[src/rtl/mips16_pkg.sv]
// Shared definitions for the MIPS16 multiply path: FSM encoding, default width,
// and the hi/lo register indices written by the multiply sequencer.
package mips16_pkg;

  // Multiply sequencer state encoding.
  typedef enum logic [1:0] {
    IDLE = 2'd0,
    BUSY = 2'd1,
    DONE = 2'd2
  } mult_state_e;

  localparam int unsigned MULT_WIDTH = 16;
  localparam int unsigned HI_REG_IDX = 14;
  localparam int unsigned LO_REG_IDX = 13;

endpackage

[src/rtl/mult_shift_add_dp.sv]
// Radix-2 shift-add multiply datapath: holds the multiplicand, the accumulator
// and the multiplier/low-product register, and exposes the result of the next
// step so the sequencer can capture the final product on the last step.
module mult_shift_add_dp #(
  parameter int unsigned WIDTH = 16
) (
  input  logic               clock,
  input  logic               reset,
  input  logic               load,
  input  logic               step,
  input  logic [WIDTH-1:0]   mcand_in,
  input  logic [WIDTH-1:0]   mplier_in,
  output logic [2*WIDTH-1:0] next_prod_c
);

  logic [WIDTH-1:0] mcand;
  logic [WIDTH-1:0] acc;
  logic [WIDTH-1:0] mplier;
  logic [WIDTH:0]   sum_c;

  // One step: add multiplicand when P[0] is set, carry kept in bit WIDTH, then shift right.
  assign sum_c       = {1'b0, acc} + (mplier[0] ? {1'b0, mcand} : '0);
  assign next_prod_c = {sum_c, mplier[WIDTH-1:1]};

  // Operand latch on load, one shift-add step per BUSY cycle.
  always_ff @(posedge clock or posedge reset) begin
    if (reset) begin
      mcand  <= '0;
      acc    <= '0;
      mplier <= '0;
    end else if (load) begin
      mcand  <= mcand_in;
      mplier <= mplier_in;
      acc    <= '0;
    end else if (step) begin
      {acc, mplier} <= next_prod_c;
    end
  end

endmodule

[src/rtl/mult_seq_ctrl.sv]
// Multiply sequencer beside the ALU: stalls the single-cycle core while a
// WIDTH-step shift-add multiply runs, then pulses ready/hi_lo_sl with hi/lo.
// Optional feature: define MULT_SIGNED_EN for two's-complement operands.
module mult_seq_ctrl
  import mips16_pkg::*;
#(
  parameter int unsigned WIDTH = MULT_WIDTH,
  parameter int unsigned CNT_W = 5
) (
  input  logic             clock,
  input  logic             reset,
  input  logic             start,
  input  logic [WIDTH-1:0] multiplicand,
  input  logic [WIDTH-1:0] multiplier,
  output logic             instr_stall_sl,
  output logic             ready,
  output logic             hi_lo_sl,
  output logic [WIDTH-1:0] hi,
  output logic [WIDTH-1:0] lo
);

  localparam int unsigned PW = 2 * WIDTH;

  mult_state_e      state;
  logic [CNT_W-1:0] count;
  logic             load_c;
  logic             step_c;
  logic [WIDTH-1:0] mcand_mag_c;
  logic [WIDTH-1:0] mplier_mag_c;
  logic [PW-1:0]    next_prod_c;
  logic [PW-1:0]    result_c;

  assign load_c = (state == IDLE) && start;
  assign step_c = (state == BUSY);

  // Combinational so the mult is held in its own decode cycle; released in DONE.
  assign instr_stall_sl = load_c || step_c;

`ifdef MULT_SIGNED_EN
  logic sign;

  // Magnitudes feed the unsigned datapath; -2^(WIDTH-1) maps to unsigned 2^(WIDTH-1).
  assign mcand_mag_c  = multiplicand[WIDTH-1] ? WIDTH'(-multiplicand) : multiplicand;
  assign mplier_mag_c = multiplier[WIDTH-1]   ? WIDTH'(-multiplier)   : multiplier;
  assign result_c     = sign ? PW'(-next_prod_c) : next_prod_c;

  // Result sign captured with the operands.
  always_ff @(posedge clock or posedge reset) begin
    if (reset) begin
      sign <= 1'b0;
    end else if (load_c) begin
      sign <= multiplicand[WIDTH-1] ^ multiplier[WIDTH-1];
    end
  end
`else
  assign mcand_mag_c  = multiplicand;
  assign mplier_mag_c = multiplier;
  assign result_c     = next_prod_c;
`endif

  mult_shift_add_dp #(
    .WIDTH(WIDTH)
  ) u_dp (
    .clock      (clock),
    .reset      (reset),
    .load       (load_c),
    .step       (step_c),
    .mcand_in   (mcand_mag_c),
    .mplier_in  (mplier_mag_c),
    .next_prod_c(next_prod_c)
  );

  // Sequencer FSM, step counter and registered ready/write-enable/hi/lo.
  always_ff @(posedge clock or posedge reset) begin
    if (reset) begin
      state    <= IDLE;
      count    <= '0;
      ready    <= 1'b0;
      hi_lo_sl <= 1'b0;
      hi       <= '0;
      lo       <= '0;
    end else begin
      ready    <= 1'b0;
      hi_lo_sl <= 1'b0;
      case (state)
        IDLE: begin
          if (start) begin
            state <= BUSY;
            count <= '0;
          end
        end
        BUSY: begin
          count <= count + CNT_W'(1);
          if (count == CNT_W'(WIDTH - 1)) begin
            state     <= DONE;
            ready     <= 1'b1;
            hi_lo_sl  <= 1'b1;
            {hi, lo}  <= result_c;
          end
        end
        DONE: begin
          state <= IDLE;
        end
        default: begin
          state <= IDLE;
        end
      endcase
    end
  end

endmodule

[config.mk]
export PLATFORM = sky130hd
export DESIGN_NAME = mult_seq_ctrl
export DESIGN_NICKNAME = d
export VERILOG_FILES = /design/src/rtl/mips16_pkg.sv /design/src/rtl/mult_shift_add_dp.sv /design/src/rtl/mult_seq_ctrl.sv
export SDC_FILE = /design/constraint.sdc
export NUM_CORES = 1
export LEC_CHECK = 0
export CORE_MARGIN = 3
export CORE_UTILIZATION = 48
export DETAILED_ROUTE_END_ITERATION = 12
export GPL_TIMING_DRIVEN = 0
export PLACE_DENSITY = 0.78
export SLEW_MARGIN = 10
export SYNTH_ARGS = -nofsm -noshare
export SYNTH_HDL_FRONTEND = slang
export SYNTH_SLANG_ARGS = --single-unit
[constraint.sdc]
create_clock -name clock -period 3.7 [get_ports clock]
set_clock_uncertainty 0.15 [all_clocks]
set_input_delay 0.37 -clock clock [delete_from_list [all_inputs] [get_ports clock]]
set_output_delay 0.37 -clock clock [all_outputs]
set_load 0.01 [all_outputs]
==> impl_metrics.json <==
{
  "status": "finished, final reports clean",
  "critPathKind": "reg -> reg",
  "fin_area_mm2": 0.00553,
  "synth.avg_cell_area_um2": 9.99,
  "hold_path_class": "in -> async",
  "place_ws_ps": 250,
  "post-route-period-util": 0.951,
  "worst_slack_ps": 181,
  "synth_edf_count": 0,
  "postPlaceCellArea_mm2": 0.00530,
  "cts_root_buf": "clkbuf_8",
  "ys.flop_type": "dfrtp_1",
  "core_mm2": 0.00885,
  "max-slew-margin-rel": 0.583,
  "ant_nets": 0,
  "cp-end-kind": "register",
  "place_inst": 623,
  "h-tree-depth": 3,
  "dr.pass1.iters": 7,
  "fin_nets": 580,
  "portBuffers": 69,
  "cts_sinks": 88,
  "first_global_vias": 3634,
  "fmax_ghz": 0.284,
  "overflow": 0,
  "setup_viol": 0,
  "synth-simple-area-share": 0.162,
  "power_uw": 4870,
  "fillCellCount": 750,
  "synthAdderAreaFrac": 0.0551,
  "cp.required_ps": 3810,
  "synth_cells": 445,
  "drive_above_1_share": 0.0923,
  "most-common-layout-cells": "88 x dfrtp_1, 74 x nand2_1, 69 x clkdlybuf4s50_1, 36 x o21ai_0, 24 x a21oi_1",
  "synth_mux_area_frac": 0.0602,
  "synth_top_family_by_area": "compound AO/OA/AOI/OAI gates",
  "area_growth_pct": 24.3,
  "fin_util": 0.625,
  "worstSkewPairLatency_ps": 370,
  "antenna_cells": 0,
  "die_area_mm2": 0.0105,
  "mostFrequentLayoutCell": "dfrtp_1",
  "fin_cells": 639,
  "synth-compound-area-share": 0.186,
  "routed_wl_mm": 10.8,
  "finalCriticalPeriod_ps": 3520,
  "cts_repair_resize_count": 0,
  "yosysWarnings": 0,
  "syn_area_mm2": 0.00445,
  "synthesis.nets": 499,
  "synth_cell_types": 49,
  "die_h_um": 102,
  "cts_buffers": 9,
  "ys_seq_area_frac": 0.495,
  "dp_hpwl_mm": 7.70,
  "crit_path_start": "u_dp.mplier[0]",
  "async_flop_share": 1.00,
  "vias_per_cell": 5.74,
  "cap_violations": 0,
  "grt_pass1_wl_mm": 17.9,
  "worstPathMaxFanout": 10,
  "postCtsHoldBufs": 0,
  "worstSetupStartpointType": "register",
  "initial_core_util": 0.503,
  "final-hold-violation-count": 0,
  "rows": 34,
  "clk_path_buf_depth": 2,
  "leakage_uw": 0.00244,
  "postCtsSetupBuffers": 0,
  "rsz0062_at_grt": "false",
  "cts_tree": "yes",
  "r2r_start": "u_dp.mplier[0]",
  "antenna_found_initial": 0,
  "drt_iter0_drc": 223,
  "io_pins": 70,
  "die_w_um": 102,
  "path_clk_slew_ps": 100,
  "grtUsageTotal": 0.219,
  "synth-xor-area-share": 0.0118,
  "drc": 0,
  "drt-wirelength-per-cell_um": 17.0,
  "grt_max_degree": 58,
  "worst_pin_slew_ps": 626,
  "p_per_area_mw_per_mm2": 881,
  "slew_violations": 0,
  "ir_drop_mv": 0.333,
  "vias": 3671,
  "place_congestion": 0.894,
  "arrival_ps": 3620,
  "ys_ff_latch": 88
}
[cell type report]
type                            instances  area, um2  area share
Timing Repair Buffer                   70        718       0.130
Multi-Input combinational cell        325       2110       0.382
Clock buffer                            9        124      0.0224
Tap cell                              108        135      0.0244
Clock inverter                          7        101      0.0183
Inverter                                8       32.5     0.00589
Buffer                                 24        104      0.0188
Sequential cell                        88       2200       0.398
[logic make-up after synthesis]
| family | Yosys count |
|---|---|
| compound gates | 127 |
| xor+xnor | 6 |
| fa+ha+maj | 19 |
| buf+inv | 32 |
| flops | 88 |
| mux | 24 |
| simple gates | 149 |
[Yosys cell counts, types with 6 or more instances]
master	n	area share
nand3_1	7	0.0079
nand2b_1	6	0.0084
nor2b_1	16	0.023
ha_1	18	0.051
o21ai_0	36	0.041
inv_1	8	0.0068
clkbuf_1	16	0.014
a22oi_1	19	0.032
a21o_1	6	0.010
a22o_1	9	0.018
mux2_2	22	0.056
and2_1	19	0.027
dfrtp_1	88	0.50
nand2_1	74	0.062
a21oi_1	24	0.027
nor2_1	11	0.0093
[power breakdown]
group	leakage [uW]	switching (uW)	total, uW	internal, uW
registers	0.00107	304	1740	1440
logic	0.00127	1210	2370	1160
clock network	0.000106	370	757	386
total	0.00244	1880	4870	2980
[worst max-delay path, cell delays in order (launching register included)]
cell      delay, ps
dfrtp_1         530
clkbuf_1        230
and2_1          210
ha_1            230
fa_1            420
a21o_1          240
a311o_2         450
and3_1          190
buf_6           130
or3_4           360
a32o_2          260
[state kept, by name, summed over array words and instances (netlist names)]
register     count
state            2
count            5
u_dp.mcand      16
hi_lo_sl         1
lo              16
u_dp.mplier     16
hi              16
u_dp.acc        16
[routing by layer]
metal	vias up	part of all wire	routed length [um]	global-route usage
met3	19	0.062	667	0.0451
met4	0	0.016	178	0.0686
met2	136	0.48	5150	0.344
met5	-	0	0	0
met1	1774	0.45	4840	0.308
li1	1742	-	-	-
[worst paths after layout]
check | endpoint | slack [ps] | depth (start not counted)
worst max register to register | u_dp.acc[11] | 180 | 10
worst min register to register | lo[12] | 330 | 2
worst max-delay path | u_dp.acc[11] | 180 | 10
min in group clock | lo[12] | 330 | 2
max in group asynchronous | hi[15] | 2590 | 3
worst min-delay path | u_dp.mcand[4] | 200 | 2
[stage by stage]
stage | TNS, ps | hold slack, ps
after global placement | -34710 | 308
after CTS | 0 | 222
after floorplan | 0 | 300
after global routing | 0 | 256
final | 0 | 203
after detailed placement | 0 | 312
(Power assumes the default switching activity.)
